File: config.mk
export PLATFORM = sky130hd
export DESIGN_NAME = uart_cmd_slave_flat
export DESIGN_NICKNAME = d
export VERILOG_FILES = /design/src/rtl/uart_cmd_pkg.sv /design/src/rtl/uart_cmd_slave_if.sv /design/src/rtl/uart_rx_byte.sv /design/src/rtl/uart_cmd_slave.sv /design/src/flat_wrapper.sv
export SDC_FILE = /design/constraint.sdc
export NUM_CORES = 1
export LEC_CHECK = 0
export CORE_ASPECT_RATIO = 1.75
export CORE_MARGIN = 4
export CORE_UTILIZATION = 52
export CTS_BUF_LIST = sky130_fd_sc_hd__clkbuf_16
export CTS_CLUSTER_DIAMETER = 40
export CTS_CLUSTER_SIZE = 30
export DETAILED_ROUTE_END_ITERATION = 8
export PLACE_DENSITY = 0.77
export SLEW_MARGIN = 20
export SYNTH_ARGS = -nofsm -noshare
export SYNTH_HDL_FRONTEND = slang
export SYNTH_SLANG_ARGS = --single-unit
File: constraint.sdc
create_clock -name clk -period 2.08 [get_ports clk]
set_input_delay 0.416 -clock clk [delete_from_list [all_inputs] [get_ports clk]]
set_output_delay 0.416 -clock clk [all_outputs]
set_load 0.05 [all_outputs]
File: src/rtl/uart_cmd_pkg.sv
// Shared types and frame constants for the UART command slave and its receiver.
package uart_cmd_pkg;

    localparam int BR_DEFAULT         = 434;
    localparam int DATA_BITS          = 8;
    localparam int GAP_MAX_DEFAULT    = 20000;
    localparam int RD_TIMEOUT_DEFAULT = 255;

    // Even parity: the parity bit is the XOR of the data bits, XORed with this.
    localparam logic PARITY_ODD = 1'b0;

    typedef enum logic [3:0] {
        IDLE,
        WR_WAIT,
        WR_DO,
        RD_REQ,
        RD_WAIT,
        TX_START,
        TX_DATA,
        TX_PARITY,
        TX_STOP
    } cmd_state_e;

    typedef enum logic [2:0] {
        RX_IDLE,
        RX_START,
        RX_DATA,
        RX_PARITY,
        RX_STOP
    } rx_state_e;

endpackage

File: src/rtl/uart_cmd_slave_if.sv
// Local register bus driven by the command slave (master side) towards the register file (slave side).
interface uart_cmd_slave_if
    import uart_cmd_pkg::*;
#(
    parameter int ADDR_WIDTH = 7,
    parameter int DATA_WIDTH = DATA_BITS
);
    logic                  reg_wr_en;
    logic                  reg_rd_en;
    logic [ADDR_WIDTH-1:0] reg_addr;
    logic [DATA_WIDTH-1:0] reg_wr_data;
    logic [DATA_WIDTH-1:0] reg_rd_data;
    logic                  reg_rd_vld;

    modport master (
        output reg_wr_en, reg_rd_en, reg_addr, reg_wr_data,
        input  reg_rd_data, reg_rd_vld
    );

    modport slave (
        input  reg_wr_en, reg_rd_en, reg_addr, reg_wr_data,
        output reg_rd_data, reg_rd_vld
    );
endinterface

File: src/rtl/uart_rx_byte.sv
// UART byte receiver: 2-FF synchroniser, start confirmation at half bit, centre sampling,
// even-parity and stop-bit checks; reports each frame as a one-cycle byte_vld or byte_err.
module uart_rx_byte
    import uart_cmd_pkg::*;
#(
    parameter int BR         = BR_DEFAULT,
    parameter int DATA_WIDTH = DATA_BITS
) (
    input  logic                  clk,
    input  logic                  rst,
    input  logic                  rx,
    output logic [DATA_WIDTH-1:0] data,
    output logic                  byte_vld,
    output logic                  byte_err,
    output logic                  active
);
    localparam int CW = $clog2(BR);
    localparam int BW = $clog2(DATA_WIDTH);
    localparam logic [CW-1:0] HALF_LAST = CW'(BR / 2 - 1);
    localparam logic [CW-1:0] BAUD_LAST = CW'(BR - 1);
    localparam logic [BW-1:0] BIT_LAST  = BW'(DATA_WIDTH - 1);

    rx_state_e             state, state_nxt;
    logic                  rx_meta, rx_sync, rx_prev;
    logic [CW-1:0]         baud_cnt;
    logic [BW-1:0]         bit_cnt;
    logic [DATA_WIDTH-1:0] shift;
    logic                  parity_ok;
    logic                  sample;

    // NOTE: every signal driven here gets a default first, so no path leaves it unassigned (no latch).
    always_comb begin
        state_nxt = state;
        sample    = 1'b0;
        unique case (state)
            RX_IDLE:   if (rx_prev && !rx_sync) state_nxt = RX_START;
            RX_START:  if (baud_cnt == HALF_LAST) begin
                           sample    = 1'b1;
                           state_nxt = rx_sync ? RX_IDLE : RX_DATA;
                       end
            RX_DATA:   if (baud_cnt == BAUD_LAST) begin
                           sample = 1'b1;
                           if (bit_cnt == BIT_LAST) state_nxt = RX_PARITY;
                       end
            RX_PARITY: if (baud_cnt == BAUD_LAST) begin
                           sample    = 1'b1;
                           state_nxt = RX_STOP;
                       end
            RX_STOP:   if (baud_cnt == BAUD_LAST) begin
                           sample    = 1'b1;
                           state_nxt = RX_IDLE;
                       end
            default:   state_nxt = RX_IDLE;
        endcase
    end

    // NOTE: sequential state uses non-blocking assignments only; reset is synchronous.
    always_ff @(posedge clk) begin
        if (rst) begin
            rx_meta   <= 1'b1;
            rx_sync   <= 1'b1;
            rx_prev   <= 1'b1;
            state     <= RX_IDLE;
            baud_cnt  <= '0;
            bit_cnt   <= '0;
            shift     <= '0;
            parity_ok <= 1'b0;
            byte_vld  <= 1'b0;
            byte_err  <= 1'b0;
        end else begin
            rx_meta  <= rx;
            rx_sync  <= rx_meta;
            rx_prev  <= rx_sync;
            state    <= state_nxt;
            byte_vld <= 1'b0;
            byte_err <= 1'b0;
            baud_cnt <= (state == RX_IDLE || sample) ? '0 : baud_cnt + 1'b1;
            if (state != RX_DATA)
                bit_cnt <= '0;
            else if (sample)
                bit_cnt <= bit_cnt + 1'b1;
            if (sample) begin
                unique case (state)
                    RX_DATA:   shift     <= {rx_sync, shift[DATA_WIDTH-1:1]};
                    RX_PARITY: parity_ok <= (((^shift) ^ PARITY_ODD) == rx_sync);
                    RX_STOP:   if (rx_sync && parity_ok) byte_vld <= 1'b1;
                               else                      byte_err <= 1'b1;
                    default:   ;
                endcase
            end
        end
    end

    assign data   = shift;
    assign active = (state == RX_DATA) || (state == RX_PARITY) || (state == RX_STOP);

endmodule

File: src/rtl/uart_cmd_slave.sv
// UART command slave: decodes {rw, addr, wdata} frames into register-bus strobes and
// serialises read data back on tx (start, 8 data bits LSB first, even parity, stop).
module uart_cmd_slave
    import uart_cmd_pkg::*;
#(
    parameter int BR         = BR_DEFAULT,
    parameter int ADDR_WIDTH = 7,
    parameter int DATA_WIDTH = DATA_BITS,
    parameter int GAP_MAX    = GAP_MAX_DEFAULT,
    parameter int RD_TIMEOUT = RD_TIMEOUT_DEFAULT
) (
    input  logic             clk,
    input  logic             rst,
    input  logic             rx,
    output logic             tx,
    uart_cmd_slave_if.master bus,
    output logic             busy,
    output logic             err
);
    localparam int CW       = $clog2(BR);
    localparam int BW       = $clog2(DATA_WIDTH);
    localparam int WAIT_MAX = (GAP_MAX > RD_TIMEOUT) ? GAP_MAX : RD_TIMEOUT;
    localparam int WW       = $clog2(WAIT_MAX + 1);
    localparam logic [CW-1:0] BAUD_LAST = CW'(BR - 1);
    localparam logic [BW-1:0] BIT_LAST  = BW'(DATA_WIDTH - 1);
    localparam logic [WW-1:0] GAP_LAST  = WW'(GAP_MAX - 1);
    localparam logic [WW-1:0] RD_LAST   = WW'(RD_TIMEOUT - 1);

    cmd_state_e            state, state_nxt;
    logic [ADDR_WIDTH-1:0] cmd_addr;
    logic [DATA_WIDTH-1:0] wr_data, tx_byte, tx_byte_val, rx_data;
    logic [CW-1:0]         baud_cnt;
    logic [BW-1:0]         bit_cnt;
    logic [WW-1:0]         wait_cnt;
    logic                  byte_vld, byte_err, rx_active, baud_last;
    logic                  addr_ld, wdata_ld, tx_byte_ld, wait_run;
    logic                  wr_en_c, rd_en_c, err_c, tx_c;

    uart_rx_byte #(.BR(BR), .DATA_WIDTH(DATA_WIDTH)) u_rx (
        .clk      (clk),
        .rst      (rst),
        .rx       (rx),
        .data     (rx_data),
        .byte_vld (byte_vld),
        .byte_err (byte_err),
        .active   (rx_active)
    );

    assign baud_last = (baud_cnt == BAUD_LAST);

    always_comb begin
        state_nxt   = state;
        addr_ld     = 1'b0;
        wdata_ld    = 1'b0;
        tx_byte_ld  = 1'b0;
        tx_byte_val = bus.reg_rd_data;
        wait_run    = 1'b0;
        wr_en_c     = 1'b0;
        rd_en_c     = 1'b0;
        err_c       = 1'b0;
        tx_c        = 1'b1;
        unique case (state)
            IDLE: begin
                if (byte_vld) begin
                    addr_ld   = 1'b1;
                    state_nxt = rx_data[DATA_WIDTH-1] ? WR_WAIT : RD_REQ;
                end else if (byte_err) begin
                    err_c = 1'b1;
                end
            end
            WR_WAIT: begin
                // The gap timer only runs while no frame is in flight.
                wait_run = !rx_active;
                if (byte_vld) begin
                    wdata_ld  = 1'b1;
                    state_nxt = WR_DO;
                end else if (byte_err || (!rx_active && wait_cnt == GAP_LAST)) begin
                    err_c     = 1'b1;
                    state_nxt = IDLE;
                end
            end
            WR_DO: begin
                wr_en_c   = 1'b1;
                state_nxt = IDLE;
            end
            RD_REQ: begin
                rd_en_c = 1'b1;
                if (bus.reg_rd_vld) begin
                    tx_byte_ld = 1'b1;
                    state_nxt  = TX_START;
                end else begin
                    state_nxt  = RD_WAIT;
                end
            end
            RD_WAIT: begin
                wait_run = 1'b1;
                if (bus.reg_rd_vld) begin
                    tx_byte_ld = 1'b1;
                    state_nxt  = TX_START;
                end else if (wait_cnt == RD_LAST) begin
                    tx_byte_ld  = 1'b1;
                    tx_byte_val = '1;
                    err_c       = 1'b1;
                    state_nxt   = TX_START;
                end
            end
            TX_START: begin
                tx_c = 1'b0;
                if (baud_last) state_nxt = TX_DATA;
            end
            TX_DATA: begin
                tx_c = tx_byte[bit_cnt];
                if (baud_last && bit_cnt == BIT_LAST) state_nxt = TX_PARITY;
            end
            TX_PARITY: begin
                tx_c = (^tx_byte) ^ PARITY_ODD;
                if (baud_last) state_nxt = TX_STOP;
            end
            TX_STOP: if (baud_last) state_nxt = IDLE;
            default: state_nxt = IDLE;
        endcase
    end

    always_ff @(posedge clk) begin
        if (rst) begin
            state    <= IDLE;
            cmd_addr <= '0;
            wr_data  <= '0;
            tx_byte  <= '0;
            baud_cnt <= '0;
            bit_cnt  <= '0;
            wait_cnt <= '0;
        end else begin
            state    <= state_nxt;
            if (addr_ld)    cmd_addr <= rx_data[ADDR_WIDTH-1:0];
            if (wdata_ld)   wr_data  <= rx_data;
            if (tx_byte_ld) tx_byte  <= tx_byte_val;
            wait_cnt <= wait_run ? wait_cnt + 1'b1 : '0;
            baud_cnt <= (state inside {TX_START, TX_DATA, TX_PARITY, TX_STOP} && !baud_last)
                        ? baud_cnt + 1'b1 : '0;
            if (state != TX_DATA)
                bit_cnt <= '0;
            else if (baud_last)
                bit_cnt <= bit_cnt + 1'b1;
        end
    end

    // NOTE: strobes decode the registered state, so they are masked while rst is high to keep reset dominant.
    assign bus.reg_wr_en   = wr_en_c & ~rst;
    assign bus.reg_rd_en   = rd_en_c & ~rst;
    assign err             = err_c & ~rst;
    assign bus.reg_addr    = cmd_addr;
    assign bus.reg_wr_data = wr_data;
    assign tx              = tx_c;
    assign busy            = (state != IDLE) || rx_active;

endmodule
File: src/flat_wrapper.sv
// flat-port wrapper written by rule: the top's interface ports become plain ports
module uart_cmd_slave_flat import uart_cmd_pkg::*;
#(
    parameter int BR         = BR_DEFAULT,
    parameter int ADDR_WIDTH = 7,
    parameter int DATA_WIDTH = DATA_BITS,
    parameter int GAP_MAX    = GAP_MAX_DEFAULT,
    parameter int RD_TIMEOUT = RD_TIMEOUT_DEFAULT
)
  (clk, rst, rx, tx, busy, err, bus_reg_wr_en, bus_reg_rd_en, bus_reg_addr, bus_reg_wr_data, bus_reg_rd_data, bus_reg_rd_vld);
  uart_cmd_slave_if #(.ADDR_WIDTH(ADDR_WIDTH), .DATA_WIDTH(DATA_WIDTH)) bus_i ();
  input  logic clk;
  input  logic rst;
  input  logic rx;
  output logic tx;
  output logic busy;
  output logic err;
  output wire logic [$bits(bus_i.reg_wr_en)-1:0] bus_reg_wr_en;
  output wire logic [$bits(bus_i.reg_rd_en)-1:0] bus_reg_rd_en;
  output wire logic [$bits(bus_i.reg_addr)-1:0] bus_reg_addr;
  output wire logic [$bits(bus_i.reg_wr_data)-1:0] bus_reg_wr_data;
  input wire logic [$bits(bus_i.reg_rd_data)-1:0] bus_reg_rd_data;
  input wire logic [$bits(bus_i.reg_rd_vld)-1:0] bus_reg_rd_vld;
  assign bus_reg_wr_en = bus_i.reg_wr_en;
  assign bus_reg_rd_en = bus_i.reg_rd_en;
  assign bus_reg_addr = bus_i.reg_addr;
  assign bus_reg_wr_data = bus_i.reg_wr_data;
  assign bus_i.reg_rd_data = bus_reg_rd_data;
  assign bus_i.reg_rd_vld = bus_reg_rd_vld;
  uart_cmd_slave #(.BR(BR), .ADDR_WIDTH(ADDR_WIDTH), .DATA_WIDTH(DATA_WIDTH), .GAP_MAX(GAP_MAX), .RD_TIMEOUT(RD_TIMEOUT)) u_core (.clk(clk), .rst(rst), .rx(rx), .tx(tx), .bus(bus_i), .busy(busy), .err(err));
endmodule
; ---- Yosys cells after proc, flatten, opt, wreduce, memory -nomap -nowiden
; Index checks and enable logic that the tools add are counted.
[classes]
n_addsub = 5
order_cmp = 1
eq_ne = 35
mux = 47
n_bitwise = 8
reduce_logical = 30
[ops]
columns = operator, n
row1 = 4-bit two-way mux, 9
row2 = 4-bit case mux with 8 select lines, 1
row3 = 8-bit two-way mux, 3
row4 = 1-bit two-way mux, 19
row5 = 9-bit by 1-bit adder with 9-bit output (second input constant), 2
row6 = 9-bit equality test (second input constant), 2
row7 = 3-bit two-way mux, 6
row8 = 4-bit by 3-bit equality test with 1-bit output (second input constant), 4
row9 = 8-bit parity, 2
row10 = 15-bit by 1-bit adder with 15-bit output (second input constant), 1
row11 = 15-bit equality test (second input constant), 1
row12 = 15-bit by 8-bit equality test with 1-bit output (second input constant), 1
row13 = 3-bit case mux with 5 select lines, 1
row14 = 2-bit inequality test (second input constant), 7
row15 = 2-bit OR reduction, 5
row16 = 3-bit equality test (second input constant), 3
row17 = 9-bit by 8-bit equality test with 1-bit output (second input constant), 1
row18 = 3-bit by 2-bit inequality test with 1-bit output (second input constant), 3
row19 = 4-bit by 2-bit equality test with 1-bit output (second input constant), 2
row20 = 2-bit by 1-bit inequality test with 1-bit output (second input constant), 4
row21 = 4-bit nonzero test, 2
row22 = 7-bit AND reduction, 1
row23 = 3-bit by 1-bit adder with 3-bit output (second input constant), 2
row24 = 3-bit by 2-bit equality test with 1-bit output (second input constant), 2
row25 = 20 further kinds, 42
[word_totals]
ff_bits = 83
input_bits = 12
output_inout_bits = 20
elab_cells = 143

; ---- Depth between registers and ports, before layout
; Gate-level depths: netlist (run 1).
[depth]
depth_word = 10
mapped_depth = 8
ltp_nobuf = 7

; ---- Cells and area by module
; A second synthesis (run 1) with hierarchy kept.
[unflattened]
cells_unflattened = 413
area_unflattened_um2 = 3948.8
[modules_own_cells]
columns = mod, n_inst, cells_each, area_each_um2, seq_area_each_um2
row1 = uart_cmd_slave, 1, 272, 2576.2, 1081.0
row2 = uart_rx_byte, 1, 141, 1372.6, 580.6

; ---- Worst setup path after synthesis (run 1)
; No wires, ideal clock.
[synth_timing]
path_type = flip-flop to output port
startpoint = reg u_core.wait_cnt[8]
endpoint = out err
arrival_ps = 1819
t_required_ps = 1664
path_slack_ps = -155
path_stages_with_launch = 6
n_path_buf = 0
cell_sequence = dfxtp_1 -> or3_2 -> nor4_4 -> inv_1 -> o221ai_1 -> and3_1
[synth_between]
elab_chain_len = 7
elab_cells_between_ends = 10
cone_classes = eq/ne (2) / mux (5) / bitwise (1) / reduce/logical (2)
[synth_rtl]
columns = element, line_no
row1 = start: declaration, uart_cmd_slave.sv:34  ; logic [WW-1:0] wait_cnt;
row2 = start signal: assignment, uart_cmd_slave.sv:138  ; wait_cnt <= wait_run ? wait_cnt + 1'b1 : '0;
row3 = 15-bit equality test, uart_cmd_slave.sv:77  ; end else if (byte_err || (!rx_active && wait_cnt == GAP_LAST)) begin
row4 = 1-bit logical AND, uart_cmd_slave.sv:77
row5 = 1-bit logical OR, uart_cmd_slave.sv:77
row6 = 1-bit two-way mux, uart_cmd_slave.sv:77
row7 = 1-bit two-way mux, uart_cmd_slave.sv:74  ; if (byte_vld) begin
row8 = 1-bit case mux with 3 select lines (*), uart_cmd_slave.sv:62  ; unique case (state)
row9 = 1-bit bitwise AND (*), uart_cmd_slave.sv:151  ; assign err = err_c & ~rst;
row10 = end: declaration, flat_wrapper.sv:17  ; output logic err;
; Mark *: on every way between the ends. The rest lies on a longest branch, timed or not.

; ---- Final worst setup path (run 1)
[layout_timing]
startpoint = reg u_core.wait_cnt[9]
endpoint = out err
; Same word-level chain as after synthesis.

==> run_results.csv, run 1 <==
group,metric,value,unit
timing,finalCritPeriodShare,117,%
die,die_x,73.0,um
setup_path,crit_type,"flip-flop to output port",
yosys,synth.area.top_cells,"dfxtp_1 (43%), nor2_1 (7.9%), mux2i_1 (7.8%), xnor2_1 (5.5%), xor2_1 (4.3%)",
timing,max_slew.worst_pin.slew,0.615,ns
die,core,0.00718,mm^2
timing,finalClockSkew,0.00827,ns
detailed_routing,wl_per_cell,15.0,um
outcome,violations,"negative setup slack",
setup_path,crit_path_top_delay_cell,"or4_4",
die,start_util,53.5,%
placed_design,dp_hpwl,6030,um
clock_tree,hold_buffers,0,
yosys,synth.avg_cell_area,9.43,um^2
timing,rsz0062_at_grt,"yes",
timing,layout_setup_ws,-0.354,ns
timing,setup_tns,-0.629,ns
power_and_ir_drop,p_clk_share,34.2,%
yosys,ys_ff_latch,83,
detailed_routing,via_per_inst,5.54,
global_route,antenna_found_initial,0,
global_route,grt_util_all_layers,20.3,%
power_and_ir_drop,power,4.64,mW
placed_design,gp_congestion,0.938,
detailed_routing,drt_pass1_iterations,4,
global_route,grt_overflow,0,
yosys,synth.cell_area,0.00384,mm^2
yosys,synthCells,407,
detailed_routing,drtIter0Drc,228,
final_layout,final_cells,560,
power_and_ir_drop,p_leak,1.94,nW
final_layout,num_antenna_cells,0,
power_and_ir_drop,sequentialPowerShare,38.1,%
timing,setup_viol,2,
clock_tree,insertion_delay,0.34,ns
timing,hold_viol,0,
setup_path,worst-path-buf-inv,2,
detailed_routing,routed_wl,8380,um
detailed_routing,ant_nets,0,
clock_tree,clk_pin_slew,0.06,ns
yosys,yosys_warnings,0,
setup_path,cpPeakStageDelay,0.54,ns
die,pin_count,32,
clock_tree,clockBufferDepth,2,
placed_design,dp_worst_setup_slack,-0.0161,ns
flow_run,cap_violations,0,
timing,whs,0.428,ns
yosys,synth.distinct_cells,56,
final_layout,fin_nets,492,
placed_design,dpl_cell_area,0.00448,mm^2
setup_path,worstPathCellList,"or4_4 > nor4_4 > inv_1 > o221ai_2 > and3_4 > buf_12",
setup_path,critPathCaptureType,"output port",
placed_design,port_buffers,31,
timing,post-route-min-period,2.43,ns
placed_design,dp.cells,542,
die,die_y,122,um
power_and_ir_drop,netSwitchingFraction,30.8,%
outcome,status,"finished with violations",
setup_path,crit_required,1.66,ns
timing,slew_headroom,58.9,%
final_layout,drive_gt1_share,19.0,%
yosys,synth.top_cell.area_share,43.3,%
timing,fmax,411,MHz
hold_path,hold_class,"flip-flop to flip-flop",
yosys,postSynthNetCount,430,
power_and_ir_drop,p_int,3.21,mW
global_route,grt_max_degree,22,
yosys,synth_top_area_cell,"dfxtp_1",
detailed_routing,drc_errors,0,
power_and_ir_drop,p_sw,1.43,mW
setup_path,critical_path_arrival,2.02,ns
global_route,grt_pass1_vias,3142,
detailed_routing,dr_total_vias,3105,
clock_tree,ctsRootBufferMaster,"clkbuf_16",
setup_path,critical-path-top-delay-family,"simple AND/OR/NAND/NOR gates",
final_layout,mostFrequentLayoutCells,"nor2_1 (80), dfxtp_1 (80), buf_4 (34)",
yosys,synth_flop_cell,"dfxtp_1",
yosys,async_reset_ff_share,0,%
timing,finalMaxSlewViolations,0,
clock_tree,cts_buffers,9,
clock_tree,clock-sinks,83,
final_layout,utilization,67.3,%
die,rows,41,
final_layout,syn_to_final_growth,25.9,%
power_and_ir_drop,vdd_drop_max,1.16,mV
setup_path,start_kind,"flip-flop",
yosys,synth_edf_count,0,
final_layout,finalInstanceArea,0.00483,mm^2
clock_tree,htreeDepth,3,
power_and_ir_drop,pwr-share-comb,27.6,%
setup_path,cp_max_fo,2,
global_route,grt_pass1_wl,14100,um
clock_tree,cts_tree,"yes",
yosys,synth_seq_area_share,43.3,%
power_and_ir_drop,power.density,960,mW/mm^2
die,design.die.area,0.00888,mm^2
power by group through the flow:
stage,registers [mW],logic (mW),clock network (mW)
after floorplan,1.77,0.825,0
after global placement,1.79,1.18,0
after detailed placement,1.80,1.20,0
after CTS,1.76,1.23,1.63
after global routing,1.78,1.38,1.70
final,1.77,1.28,1.59
logic make-up (layout without fill, tap and decap cells):
logic type,count (synthesis),count (layout),share of synthesized area [%]
flip-flops,83,83,43.3
adder cells (fa/ha/maj),11,11,3.58
buffers and inverters,25,92,2.74
multiplexers,33,33,9.38
XOR/XNOR,44,44,10.4
AND/OR/NAND/NOR,177,177,23.6
AO/OA/AOI/OAI,34,34,7.01
layout make-up:
type / count / area [um^2]
tap: 86 / 108
clock buffer: 9 / 225
sequential: 83 / 1670
fill: 581 / 2350
clock inverter: 7 / 76.3
inverter: 11 / 41.3
multi-input combinational: 299 / 2110
timing repair buffer: 65 / 607
repair_timing:
item,CTS,global route
gates resized for setup,6,6
gates cloned,0,0
setup buffers,1,2
pin swaps,0,2
endpoints found under the setup margin,3,5
synthesized netlist by cell type, drive strengths merged (7+ instances only):
cell	n
dfxtp	83
nor2	81
mux2i	30
xnor2	24
nand3	20
nand2	19
xor2	19
ha	11
inv	11
a21oi	10
clkbuf	10
o221a	8
nand4	7
per-layer routing:
| layer | track usage [%] | wire, um |
|---|---|---|
| met5 | 0 | 0 |
| met4 | 9.24 | 254 |
| met3 | 5.12 | 297 |
| met2 | 35.6 | 4580 |
| met1 | 22.3 | 3250 |
final timing paths:
path                                          start             endpoint  slack, ns  depth (start not counted)
worst min-delay path            u_core.u_rx.rx_meta  u_core.u_rx.rx_sync       0.43                          1
worst max register to register   u_core.wait_cnt[9]      u_core.state[0]       0.02                          6
worst min register to register  u_core.u_rx.rx_meta  u_core.u_rx.rx_sync       0.43                          1
worst max-delay path             u_core.wait_cnt[9]                  err      -0.35                          6
registers in the layout (all words and copies together) (netlist names), 4 cells and up:
name	cells
u_core.baud_cnt	9
u_core.bus.reg_addr	7
u_core.bus.reg_wr_data	8
u_core.state	4
u_core.tx_byte	8
u_core.u_rx.baud_cnt	9
u_core.u_rx.data	8
u_core.wait_cnt	15
Note: power is estimated with default switching activity, not from simulation.
==> run 2: changes to the inputs <==
Settings changed: CTS_CLUSTER_DIAMETER 40 to not set, MAX_ROUTING_LAYER set to met4.
==> run_results.csv, run 2 (same netlist as run 1, synthesis figures left out) <==
group,metric,value,unit
die,die_x,73.0,um
detailed_routing,drt_pass1_iterations,4,
final_layout,utilization,67.7,%
setup_path,critical_path_arrival,2.00,ns
die,core,0.00718,mm^2
final_layout,seqCellArea,0.00167,mm^2
die,die_y,122,um
timing,rsz0062_at_grt,"yes",
timing,finalClockSkew,0.00699,ns
power_and_ir_drop,vdd_drop_max,1.19,mV
setup_path,cp-startpoint,"u_core.wait_cnt[9]",
timing,max_slew.worst_pin.slew,0.586,ns
timing,post-route-min-period,2.42,ns
setup_path,cp_max_fo,2,
timing,setup_viol,2,
clock_tree,ctsRootBufferMaster,"clkbuf_16",
timing,hold_viol,0,
detailed_routing,drc_errors,0,
timing,finalCritPeriodShare,116,%
final_layout,num_antenna_cells,0,
timing,layout_setup_ws,-0.337,ns
hold_path,hold_class,"flip-flop to flip-flop",
clock_tree,insertion_delay,0.35,ns
detailed_routing,wl_per_cell,14.9,um
flow_run,cap_violations,0,
die,rows,41,
global_route,grt_overflow,0,
clock_tree,clock-sinks,83,
die,pin_count,32,
final_layout,reg.largest.list,"u_core.wait_cnt (15), u_core.baud_cnt (9), u_core.u_rx.baud_cnt (9)",
clock_tree,cts_buffers,9,
power_and_ir_drop,power.density,984,mW/mm^2
outcome,status,"finished with violations",
detailed_routing,ant_nets,0,
detailed_routing,drtIter0Drc,309,
placed_design,gp_congestion,0.898,
setup_path,crit_type,"flip-flop to output port",
die,start_util,53.5,%
setup_path,r2r-start,"u_core.wait_cnt[9]",
final_layout,syn_to_final_growth,26.7,%
clock_tree,cts_tree,"yes",
detailed_routing,routed_wl,8330,um
clock_tree,hold_buffers,0,
clock_tree,cts_setup_buffers,0,
final_layout,fin_nets,490,
die,design.die.area,0.00888,mm^2
final_layout,mostFrequentLayoutCells,"dfxtp_1 (81), nor2_1 (80), buf_4 (32)",
final_layout,final_common_cell,"dfxtp_1",
global_route,grt_max_degree,31,
timing,slew_headroom,60.8,%
global_route,grt_pass1_wl,14100,um
global_route,grt_util_all_layers,21.0,%
hold_path,hp-start,"u_core.u_rx.rx_meta",
detailed_routing,dr_total_vias,3104,
setup_path,critPathCaptureType,"output port",
clock_tree,htreeDepth,3,
timing,fmax,414,MHz
timing,setup_tns,-0.556,ns
global_route,antenna_found_initial,0,
final_layout,largest_reg_flops,15,
power_and_ir_drop,p_leak,1.95,nW
final_layout,largest-register,"u_core.wait_cnt",
global_route,grt_pass1_vias,3107,
final_layout,fill_cells,545,
final_layout,multiInputGateArea,0.00212,mm^2
clock_tree,clk_pin_slew,0.07,ns
setup_path,crit_required,1.66,ns
final_layout,drive_gt1_share,19.1,%
setup_path,start_kind,"flip-flop",
placed_design,dp_hpwl,5790,um
outcome,violations,"negative setup slack",
detailed_routing,via_per_inst,5.56,
timing,finalMaxSlewViolations,0,
placed_design,port_buffers,31,
clock_tree,clockBufferDepth,2,
## run 2: cell types whose count changed in the layout (fill, tap and decap cells not counted), sizes merged
cell      delta
buf          -2
bufinv       +1
clkinv       -2
clkinvlp     -1
inv          +2
## run 2: stage by stage
| step | hold slack (ns) | cell area [um^2] | power [mW] | worst slack [ns] | cells |
|---|---|---|---|---|---|
| floorplan | 0.389 | 3840 | 2.59 | 0.00433 | 407 |
| global placement | 0.395 | 4480 | 3.00 | 0.0155 | 542 |
| detailed placement | 0.402 | 4480 | 3.02 | -0.00319 | 542 |
| CTS | 0.430 | 4840 | 4.80 | -0.338 | 558 |
| global route | 0.459 | 4860 | 4.99 | -0.419 | 558 |
| finish | 0.430 | 4860 | 4.78 | -0.337 | 558 |
## run 2: routing by layer
metal  vias to the layer above  part of all wire [%]  wire [um]  GRT usage [%]
met5                         -                     0          0              -
li1                       1523                     -          -              -
met2                        70                    55       4600           37.3
met1                      1486                    38       3160           21.4
met4                         0                   3.3        272           11.1
met3                        25                   3.5        291           3.63
## run 2: final cells by class
| class | instances | area share [%] |
|---|---|---|
| Clock buffer | 9 | 4.63 |
| Sequential cell | 83 | 34.3 |
| Tap cell | 86 | 2.21 |
| Clock inverter | 7 | 2.19 |
| Timing Repair Buffer | 63 | 12.2 |
| Inverter | 11 | 0.849 |
| Multi-Input combinational cell | 299 | 43.7 |
## run 2: path summary, 6_finish.rpt
kind,endpoint,slack [ns],cells after the start
worst max-delay path,err,-0.34,6
worst min-delay path,u_core.u_rx.rx_sync,0.43,1
worst max register to register,u_core.state[0],0.10,6
worst min register to register,u_core.u_rx.rx_sync,0.43,1
## run 2: power breakdown
part	total, mW	internal, mW	switching, mW
sequential	1.76	1.67	0.0925
combinational	1.26	0.590	0.674
clock	1.76	1.07	0.687
total	4.78	3.33	1.45
## run 2: what timing repair did
action | 4_1_cts | 5_1_grt
setup endpoints to repair | 2 | 6
gates cloned | 0 | 0
pin swaps | 2 | 0
gates resized for setup | 8 | 6
## run 2: worst max-delay path, cell delays in order (launching register included)
cell,delay (ns)
dfxtp_2,0.32
or4_4,0.54
nor4_4,0.25
inv_1,0.08
o221ai_2,0.13
and3_4,0.21
buf_12,0.13
